### config.mk
export PLATFORM = sky130hd
export DESIGN_NAME = sram_word_arbiter_flat
export DESIGN_NICKNAME = d
export VERILOG_FILES = /design/src/rtl/sram_word_arbiter_pkg.sv /design/src/rtl/sram_word_arbiter_if.sv /design/src/rtl/sram_word_arbiter_rr_arb2.sv /design/src/rtl/sram_word_arbiter.sv /design/src/flat_wrapper.sv
export SDC_FILE = /design/constraint.sdc
export NUM_CORES = 1
export LEC_CHECK = 0
export ABC_AREA = 1
export BUFFER_PORTS_ARGS = -buffer_cell sky130_fd_sc_hd__buf_4
export CORE_AREA = 3 3 91 93
export DETAILED_ROUTE_END_ITERATION = 10
export DIE_AREA = 0 0 94 96
export PLACE_DENSITY = 0.85
export SLEW_MARGIN = 10
export SYNTH_ARGS = -nofsm -noshare
export SYNTH_HDL_FRONTEND = slang
export SYNTH_HIERARCHICAL = 1
export SYNTH_SLANG_ARGS = --single-unit
### constraint.sdc
create_clock -name clk -period 1.45 [get_ports clk]
set_input_delay 0.0725 -clock clk [delete_from_list [all_inputs] [get_ports clk]]
set_output_delay 0.0725 -clock clk [all_outputs]
set_load 0.02 [all_outputs]
### src/rtl/sram_word_arbiter_pkg.sv
// rtl/sram_word_arbiter_pkg.sv - shared widths and tag types for the SRAM word bank
package kianv_sram_pkg;
  localparam int SRAM_ADDR_W = 9;
  localparam int SRAM_DATA_W = 32;
  localparam int SRAM_NBYTES = SRAM_DATA_W / 8;

  typedef logic req_id_t;

  typedef struct packed {
    logic    valid;
    req_id_t id;
  } tag_t;
endpackage

### src/rtl/sram_word_arbiter_if.sv
// rtl/sram_word_arbiter_if.sv - two-requester word request/response bundle
interface sram_word_arbiter_if
  import kianv_sram_pkg::*;
#(
  parameter int ADDR_W = SRAM_ADDR_W,
  parameter int DATA_W = SRAM_DATA_W
);
  localparam int NBYTES = DATA_W / 8;

  logic [1:0]          req_valid;
  logic [1:0]          req_ready;
  logic [2*ADDR_W-1:0] req_addr;
  logic [2*DATA_W-1:0] req_wdata;
  logic [2*NBYTES-1:0] req_wstrb;
  logic [1:0]          rsp_valid;
  logic [DATA_W-1:0]   rsp_rdata;

  modport master (
    output req_valid, req_addr, req_wdata, req_wstrb,
    input  req_ready, rsp_valid, rsp_rdata
  );

  modport slave (
    input  req_valid, req_addr, req_wdata, req_wstrb,
    output req_ready, rsp_valid, rsp_rdata
  );
endinterface

### src/rtl/sram_word_arbiter_rr_arb2.sv
// rtl/sram_word_arbiter_rr_arb2.sv - two-way round-robin grant with preference pointer
module rr_arb2
  import kianv_sram_pkg::*;
(
  input  logic    clk,
  input  logic    resetn,
  input  logic [1:0] req,
  output logic [1:0] grant,
  output req_id_t grant_id
);
  // ptr = 0 prefers requester 0, ptr = 1 prefers requester 1
  logic ptr;

  always_comb begin
    grant = 2'b00;
    if (resetn) begin
      case (req)
        2'b01:   grant = 2'b01;
        2'b10:   grant = 2'b10;
        2'b11:   grant = ptr ? 2'b10 : 2'b01;
        default: grant = 2'b00;
      endcase
    end
    grant_id = grant[1];
  end

  always_ff @(posedge clk) begin
    if (!resetn) begin
      ptr <= 1'b0;
    end else if (|grant) begin
      ptr <= grant[0];
    end
  end
endmodule

### src/rtl/sram_word_arbiter.sv
// rtl/sram_word_arbiter.sv - round-robin sequencer from word requests to active-low SRAM macro commands
module sram_word_arbiter
  import kianv_sram_pkg::*;
#(
  parameter int ADDR_W = SRAM_ADDR_W,
  parameter int DATA_W = SRAM_DATA_W
)(
  input  logic              clk,
  input  logic              resetn,
  sram_word_arbiter_if.slave bus,
  output logic              sram_cen,
  output logic              sram_gwen,
  output logic [DATA_W-1:0] sram_wen,
  output logic [ADDR_W-1:0] sram_a,
  output logic [DATA_W-1:0] sram_d,
  input  logic [DATA_W-1:0] sram_q
);
  localparam int NBYTES = DATA_W / 8;

  logic [1:0]        grant;
  req_id_t           grant_id;
  logic [ADDR_W-1:0] sel_addr;
  logic [DATA_W-1:0] sel_wdata;
  logic [NBYTES-1:0] sel_wstrb;
  logic [DATA_W-1:0] sel_wen;
  tag_t              tag1;
  tag_t              tag2;

  rr_arb2 u_arb (
    .clk      (clk),
    .resetn   (resetn),
    .req      (bus.req_valid),
    .grant    (grant),
    .grant_id (grant_id)
  );

  assign bus.req_ready = grant;

  always_comb begin
    sel_addr  = grant_id ? bus.req_addr[2*ADDR_W-1:ADDR_W]  : bus.req_addr[ADDR_W-1:0];
    sel_wdata = grant_id ? bus.req_wdata[2*DATA_W-1:DATA_W] : bus.req_wdata[DATA_W-1:0];
    sel_wstrb = grant_id ? bus.req_wstrb[2*NBYTES-1:NBYTES] : bus.req_wstrb[NBYTES-1:0];
    sel_wen   = '1;
    for (int b = 0; b < NBYTES; b++) begin
      sel_wen[8*b +: 8] = {8{~sel_wstrb[b]}};
    end
  end

  // Address and data hold through idle cycles so the macro inputs do not toggle.
  always_ff @(posedge clk) begin
    if (!resetn) begin
      sram_cen  <= 1'b1;
      sram_gwen <= 1'b1;
      sram_wen  <= '1;
      sram_a    <= '0;
      sram_d    <= '0;
      tag1      <= '0;
      tag2      <= '0;
    end else begin
      tag1 <= '{valid: |grant, id: grant_id};
      tag2 <= tag1;
      if (|grant) begin
        sram_cen  <= 1'b0;
        sram_gwen <= ~|sel_wstrb;
        sram_wen  <= sel_wen;
        sram_a    <= sel_addr;
        sram_d    <= sel_wdata;
      end else begin
        sram_cen  <= 1'b1;
        sram_gwen <= 1'b1;
        sram_wen  <= '1;
      end
    end
  end

  // Macro output is already registered, so read data is passed straight through.
  always_comb begin
    bus.rsp_valid = 2'b00;
    if (tag2.valid) begin
      bus.rsp_valid[tag2.id] = 1'b1;
    end
    bus.rsp_rdata = sram_q;
  end
endmodule

### src/flat_wrapper.sv
// flat-port wrapper written by rule: the top's interface ports become plain ports
module sram_word_arbiter_flat import kianv_sram_pkg::*;
#(
  parameter int ADDR_W = SRAM_ADDR_W,
  parameter int DATA_W = SRAM_DATA_W
)
  (clk, resetn, sram_cen, sram_gwen, sram_wen, sram_a, sram_d, sram_q, bus_req_valid, bus_req_addr, bus_req_wdata, bus_req_wstrb, bus_req_ready, bus_rsp_valid, bus_rsp_rdata);
  sram_word_arbiter_if #(.ADDR_W(ADDR_W), .DATA_W(DATA_W)) bus_i ();
  input  logic clk;
  input  logic resetn;
  output logic sram_cen;
  output logic sram_gwen;
  output logic [DATA_W-1:0] sram_wen;
  output logic [ADDR_W-1:0] sram_a;
  output logic [DATA_W-1:0] sram_d;
  input  logic [DATA_W-1:0] sram_q;
  input wire logic [$bits(bus_i.req_valid)-1:0] bus_req_valid;
  input wire logic [$bits(bus_i.req_addr)-1:0] bus_req_addr;
  input wire logic [$bits(bus_i.req_wdata)-1:0] bus_req_wdata;
  input wire logic [$bits(bus_i.req_wstrb)-1:0] bus_req_wstrb;
  output wire logic [$bits(bus_i.req_ready)-1:0] bus_req_ready;
  output wire logic [$bits(bus_i.rsp_valid)-1:0] bus_rsp_valid;
  output wire logic [$bits(bus_i.rsp_rdata)-1:0] bus_rsp_rdata;
  assign bus_i.req_valid = bus_req_valid;
  assign bus_i.req_addr = bus_req_addr;
  assign bus_i.req_wdata = bus_req_wdata;
  assign bus_i.req_wstrb = bus_req_wstrb;
  assign bus_req_ready = bus_i.req_ready;
  assign bus_rsp_valid = bus_i.rsp_valid;
  assign bus_rsp_rdata = bus_i.rsp_rdata;
  sram_word_arbiter #(.ADDR_W(ADDR_W), .DATA_W(DATA_W)) u_core (.clk(clk), .resetn(resetn), .bus(bus_i), .sram_cen(sram_cen), .sram_gwen(sram_gwen), .sram_wen(sram_wen), .sram_a(sram_a), .sram_d(sram_d), .sram_q(sram_q));
endmodule
=== Word level (Yosys, flattened, before mapping) ===
Cells that the tools add are included.

* Bits in registers: 73
* Input port bits: 126
* Output and inout bits: 111
* Word-level logic and storage cells: 34

* $lt $le $gt $ge: 2
* Eq/ne operators: 3
* Mux-type cells: 10
* Bitwise gates (word level): 4
* Reductions and logical operators: 5

{| class="wikitable"
|+ Operator list
! operator !! number
|-
| $mux 32 || 1
|-
| $mux 9 || 1
|-
| $mux 2 || 3
|-
| $pmux 2 s3 || 1
|-
| $eq 2x2->1 const B || 2
|-
| $mux 4 || 1
|-
| $not 1->1 || 4
|-
| $reduce_or 4->1 || 1
|-
| $eq 2x1->1 const B || 1
|-
| $lt 1x2->1 const B || 1
|-
| $mux 1 || 2
|-
| $reduce_and 2->1 || 1
|-
| $reduce_or 2->1 || 1
|-
| $demux 1 s1 || 1
|-
| $ge 1x1->1 const B || 1
|-
| $logic_and 1x1->1 || 1
|-
| $logic_not 1->1 || 1
|}

=== Longest topological paths before layout ===
* Depth after elaboration: 6
* Mapped depth: 9

=== Hierarchy ===
The synthesis kept the hierarchy.

{| class="wikitable"
|+ Modules (own cells, without submodules)
! module !! times used !! cells an instance !! area an instance (um^2) !! seq. area each (um^2)
|-
| sram_word_arbiter || 1 || 415 || 2716.4 || 1021.0
|-
| rr_arb2 || 1 || 11 || 63.8 || 20.0
|}

=== Least setup slack after synthesis ===
Ideal clock, no wire load.

* Kind: register to register
* Start: register u_core.u_arb.ptr
* End: register u_core.sram_a[5]
* Setup time: 0.059 ns
* Arrival time: 1.320 ns
* Slack: 0.071 ns
* Stages on the path, launching flop included: 8
* Path buffers: 2
* Cell sequence: dfxtp_1 -> a21oi_1 -> nor2_2 -> nor2_4 -> buf_6 -> buf_6 -> nand2_1 -> nand2_1

* Cells in the longest elaborated chain, start to end: 4

{| class="wikitable"
|+ RTL lines
! item !! line !! text
|-
| start, declared || sram_word_arbiter_rr_arb2.sv:12 || <nowiki>logic ptr;</nowiki>
|-
| start signal, assigned || sram_word_arbiter_rr_arb2.sv:31 || <nowiki>ptr <= grant[0];</nowiki>
|-
| $mux 2 || sram_word_arbiter_rr_arb2.sv:20 || <nowiki>2'b11: grant = ptr ? 2'b10 : 2'b01;</nowiki>
|-
| $pmux 2 s3 || sram_word_arbiter_rr_arb2.sv:17 || <nowiki>case (req)</nowiki>
|-
| $mux 2 || sram_word_arbiter_rr_arb2.sv:16 || <nowiki>if (resetn) begin</nowiki>
|-
| net bus_req_ready[0] || flat_wrapper.sv:21 || <nowiki>output wire logic [$bits(bus_i.req_ready)-1:0] bus_req_ready;</nowiki>
|-
| $reduce_or 2->1 || sram_word_arbiter.sv:62 || <nowiki>if (|grant) begin</nowiki>
|-
| end signal, assigned || sram_word_arbiter.sv:66 || <nowiki>sram_a <= sel_addr;</nowiki>
|-
| end, declared || sram_word_arbiter.sv:14 || <nowiki>output logic [ADDR_W-1:0] sram_a,</nowiki>
|}

The timed path passes the listed nets, and every way through them passes these cells.
A chain may end at the register's enable or synchronous reset.

=== Worst setup path in the final report ===
* Start: register u_core.u_arb.ptr
* End: output port bus_req_ready[1]

* Cells in the longest elaborated chain, start to end: 3

{| class="wikitable"
|+ RTL lines
! item !! line
|-
| $mux 2 || sram_word_arbiter_rr_arb2.sv:20
|-
| $pmux 2 s3 || sram_word_arbiter_rr_arb2.sv:17
|-
| $mux 2 || sram_word_arbiter_rr_arb2.sv:16
|-
| end, declared || flat_wrapper.sv:21
|}

No other way between the ends.

==> summary.md <==
| Metric | Value |
|---|---|
| Status | `finished, final reports clean` |
| Sequential power share | `44.4%` |
| Final Max Slew Viols | `0` |
| WL/cell | `11.76 um` |
| Worst vdd ir | `0.0005074 V` |
| Initial antenna violation count | `0` |
| CP Launch Type | `flip-flop` |
| Num rows | `32` |
| Post-synthesis cell type count | `13` |
| TritonCTS buffer count | `5` |
| GRT Util Overall | `15.53%` |
| Yosys Warn Count | `6` |
| Root buf cell | `clkbuf_8` |
| Via density | `4.454` |
| Worst skew pair latency | `0.30 ns` |
| Layout area overhead | `40.68%` |
| Internal power | `2.582 mW` |
| Longest Clk Path Bufs | `2` |
| Placed cells | `627` |
| Mapped Area | `2780 um^2` |
| Logic pwr share | `26.1%` |
| Drt first pass iters | `4` |
| Final Skew | `0.006914 ns` |
| RSZ-0062 raised after global routing | `false` |
| Synthesized area per cell | `6.526 um^2` |
| Hold Path Class | `in2reg` |
| FF+latch count, synth | `52` |
| Final hold vios | `0` |
| Worst Path Class, Setup | `reg2out` |
| Clock slew at reported path FFs | `0.09 ns` |
| CP Max Fanout | `21` |
| Sw Share | `27.80%` |
| Die area | `9024 um^2` |
| Final min period | `1.360 ns` |
| Critical path, cell by cell | `inv_1, a21oi_4, buf_8, buf_4` |
| Syn_nets | `552` |
| CTS tree | `built` |
| Crit end category | `primary output` |
| Fin nets | `660` |
| Top Ports | `237` |
| Ant. Diodes | `0` |
| Vias in the first global route | `2575` |
| Hold-fix buffer count after cts | `0` |
| Final Setup Violations | `0` |
| Clock Power Share | `29.5%` |
| Slew headroom | `78.23%` |
| Initial DRC count | `63` |
| Power density over the cells | `914.3 nW/um^2` |
| Sequential fraction of the synthesis area | `37.44%` |
| First-pass GRT wire length | `11440 um` |
| Largest net degree at the start of global routing | `27` |
| NetSw | `994.2 uW` |
| Max cap viols | `0` |
| Vias | `2837` |
| Die H | `96 um` |
| Core Region | `7607 um^2` |
| Peak Freq | `735.5 MHz` |
| Non-Filler Instances | `637` |
| H-tree lvl count | `2` |
| GR Overflow Total | `0` |
| CP max stage cell | `dfxtp_2` |
| Pleak | `2.220 nW` |
| DRC | `0` |
| Cells after synthesis | `426` |
| Starting density of the core | `36.55%` |
| WP data required | `1.38 ns` |
| Slew @ Worst Pin | `0.3266 ns` |
| Antenna-violating nets left | `0` |
| CTS Sinks | `52` |
| CP Data Arrival Time | `1.29 ns` |
| Final wirelength | `7491 um` |
| Share of layout cells above drive strength 1 | `37.20%` |
| Sum Neg Setup Slack | `0 ns` |
| Final HPWL DP | `5889 um` |
| Final Cycle Share | `93.77%` |
| Routability Congestion | `0.7320` |
| Die X | `94 um` |
| PortBufs | `172` |
| Largest stage delay, worst path | `0.36 ns` |
==> critical path, delay by kind of cell (launching register included) <==
| family | cells | cell delay, ns |
|---|---|---|
| buf+inv | 3 | 0.43 |
| flops | 1 | 0.36 |
| compound gates | 1 | 0.19 |
==> state kept, by name (all words and copies together) (netlist names) <==
| signal | flops |
|---|---|
| u_core/sram_d | 32 |
| u_core/sram_a | 9 |
| u_core/sram_wen | 4 |
| u_core/tag1 | 2 |
| u_core/tag2 | 2 |
| u_core/sram_cen | 1 |
| u_core/sram_gwen | 1 |
| u_core/u_arb/ptr | 1 |
==> layout make-up <==
| type | instances | area, um^2 |
|---|---|---|
| repair buffers | 185 | 1446 |
| fillers | 729 | 3696 |
| well taps | 102 | 127.6 |
| inverters | 9 | 33.78 |
| clock buffers | 7 | 96.34 |
| flip-flops and latches | 52 | 1042 |
| multi-input cells | 281 | 1135 |
| clock inverters | 1 | 30.03 |
==> metal layers <==
metal  part of all wire, %  track usage [%]
met1                    39            17.19
met3                   9.0            3.518
met5                     0                0
met4                   2.3            6.258
met2                    50            28.68
==> power by group through the flow <==
stage / Sequential, mW / Combinational [mW] / Clock, mW
after floorplan: 1.72 / 0.509 / 0
after global placement: 1.61 / 0.916 / 0
after detailed placement: 1.62 / 0.935 / 0
after CTS: 1.59 / 0.943 / 1.09
after global routing: 1.60 / 1.02 / 1.14
final: 1.59 / 0.933 / 1.06
==> cell usage after synthesis <==
master	number	area share, %
inv_2	2	0.27
inv_1	7	0.95
nand2_1	231	31
nor2_2	1	0.23
nor2_1	5	0.68
buf_6	3	1.2
buf_2	13	2.3
clkbuf_1	6	0.81
buf_4	62	17
nor2_4	1	0.41
nand3_1	41	7.4
dfxtp_1	52	37
a21oi_1	2	0.36
==> cells in the final DEF, fill, tap and decap left out <==
cell type,n
buf_4,180
buf_8,1
clkbuf_8,7
dfxtp_2,1
dfxtp_1,51
inv_2,2
bufinv_16,1
nor2_4,2
nand2_1,231
buf_12,4
a21oi_4,1
nand3_1,41
nor2_1,5
inv_1,7
a21oi_1,1
==> logic make-up after synthesis <==
group | after synthesis | synth area share, %
DFF | 52 | 37.44
and+or+nand+nor | 279 | 39.87
buffers and inverters | 93 | 22.32
AOI/OAI and AO/OA | 2 | 0.3601
==> repair_timing <==
| item | in CTS | in global routing |
|---|---|---|
| buffers inserted | 2 | 0 |
| gates resized for setup | 2 | 1 |
| endpoints found under the setup margin | 1 | 42 |
| pin swaps | 1 | 1 |
==> stage by stage <==
stage | hold slack (ns) | worst slack, ns | cell area (um^2) | utilization (%) | power [mW]
6_report | 0.03073 | 0.09033 | 3911 | 51.41 | 3.576
5_1_grt | 0.03759 | 0.01630 | 3911 | 51.41 | 3.753
4_1_cts | 0.02757 | 0.03037 | 3910 | 51.40 | 3.622
3_5_place_dp | 0.1451 | 0.1279 | 3761 | 49.44 | 2.555
3_3_place_gp | 0.1451 | 0.1844 | 3761 | 49.44 | 2.531
2_1_floorplan | 0.1929 | 0.07144 | 2780 | - | 2.234
==> worst paths after layout <==
kind,startpoint,slack (ns),to,cells past startpoint
setup reg to reg,u_core/u_arb/ptr$_SDFFE_PN0P_,0.09,u_core/sram_d[0]$_SDFFE_PN0N_,7
setup / recovery,u_core/u_arb/ptr$_SDFFE_PN0P_,0.09,bus_req_ready[1],4
hold reg to reg,u_core/tag1[1]$_SDFF_PN0_,0.42,u_core/tag2[1]$_SDFF_PN0_,2
hold / removal,bus_req_valid[1],0.03,u_core/u_arb/ptr$_SDFFE_PN0P_,4
(Power assumes the default switching activity.)
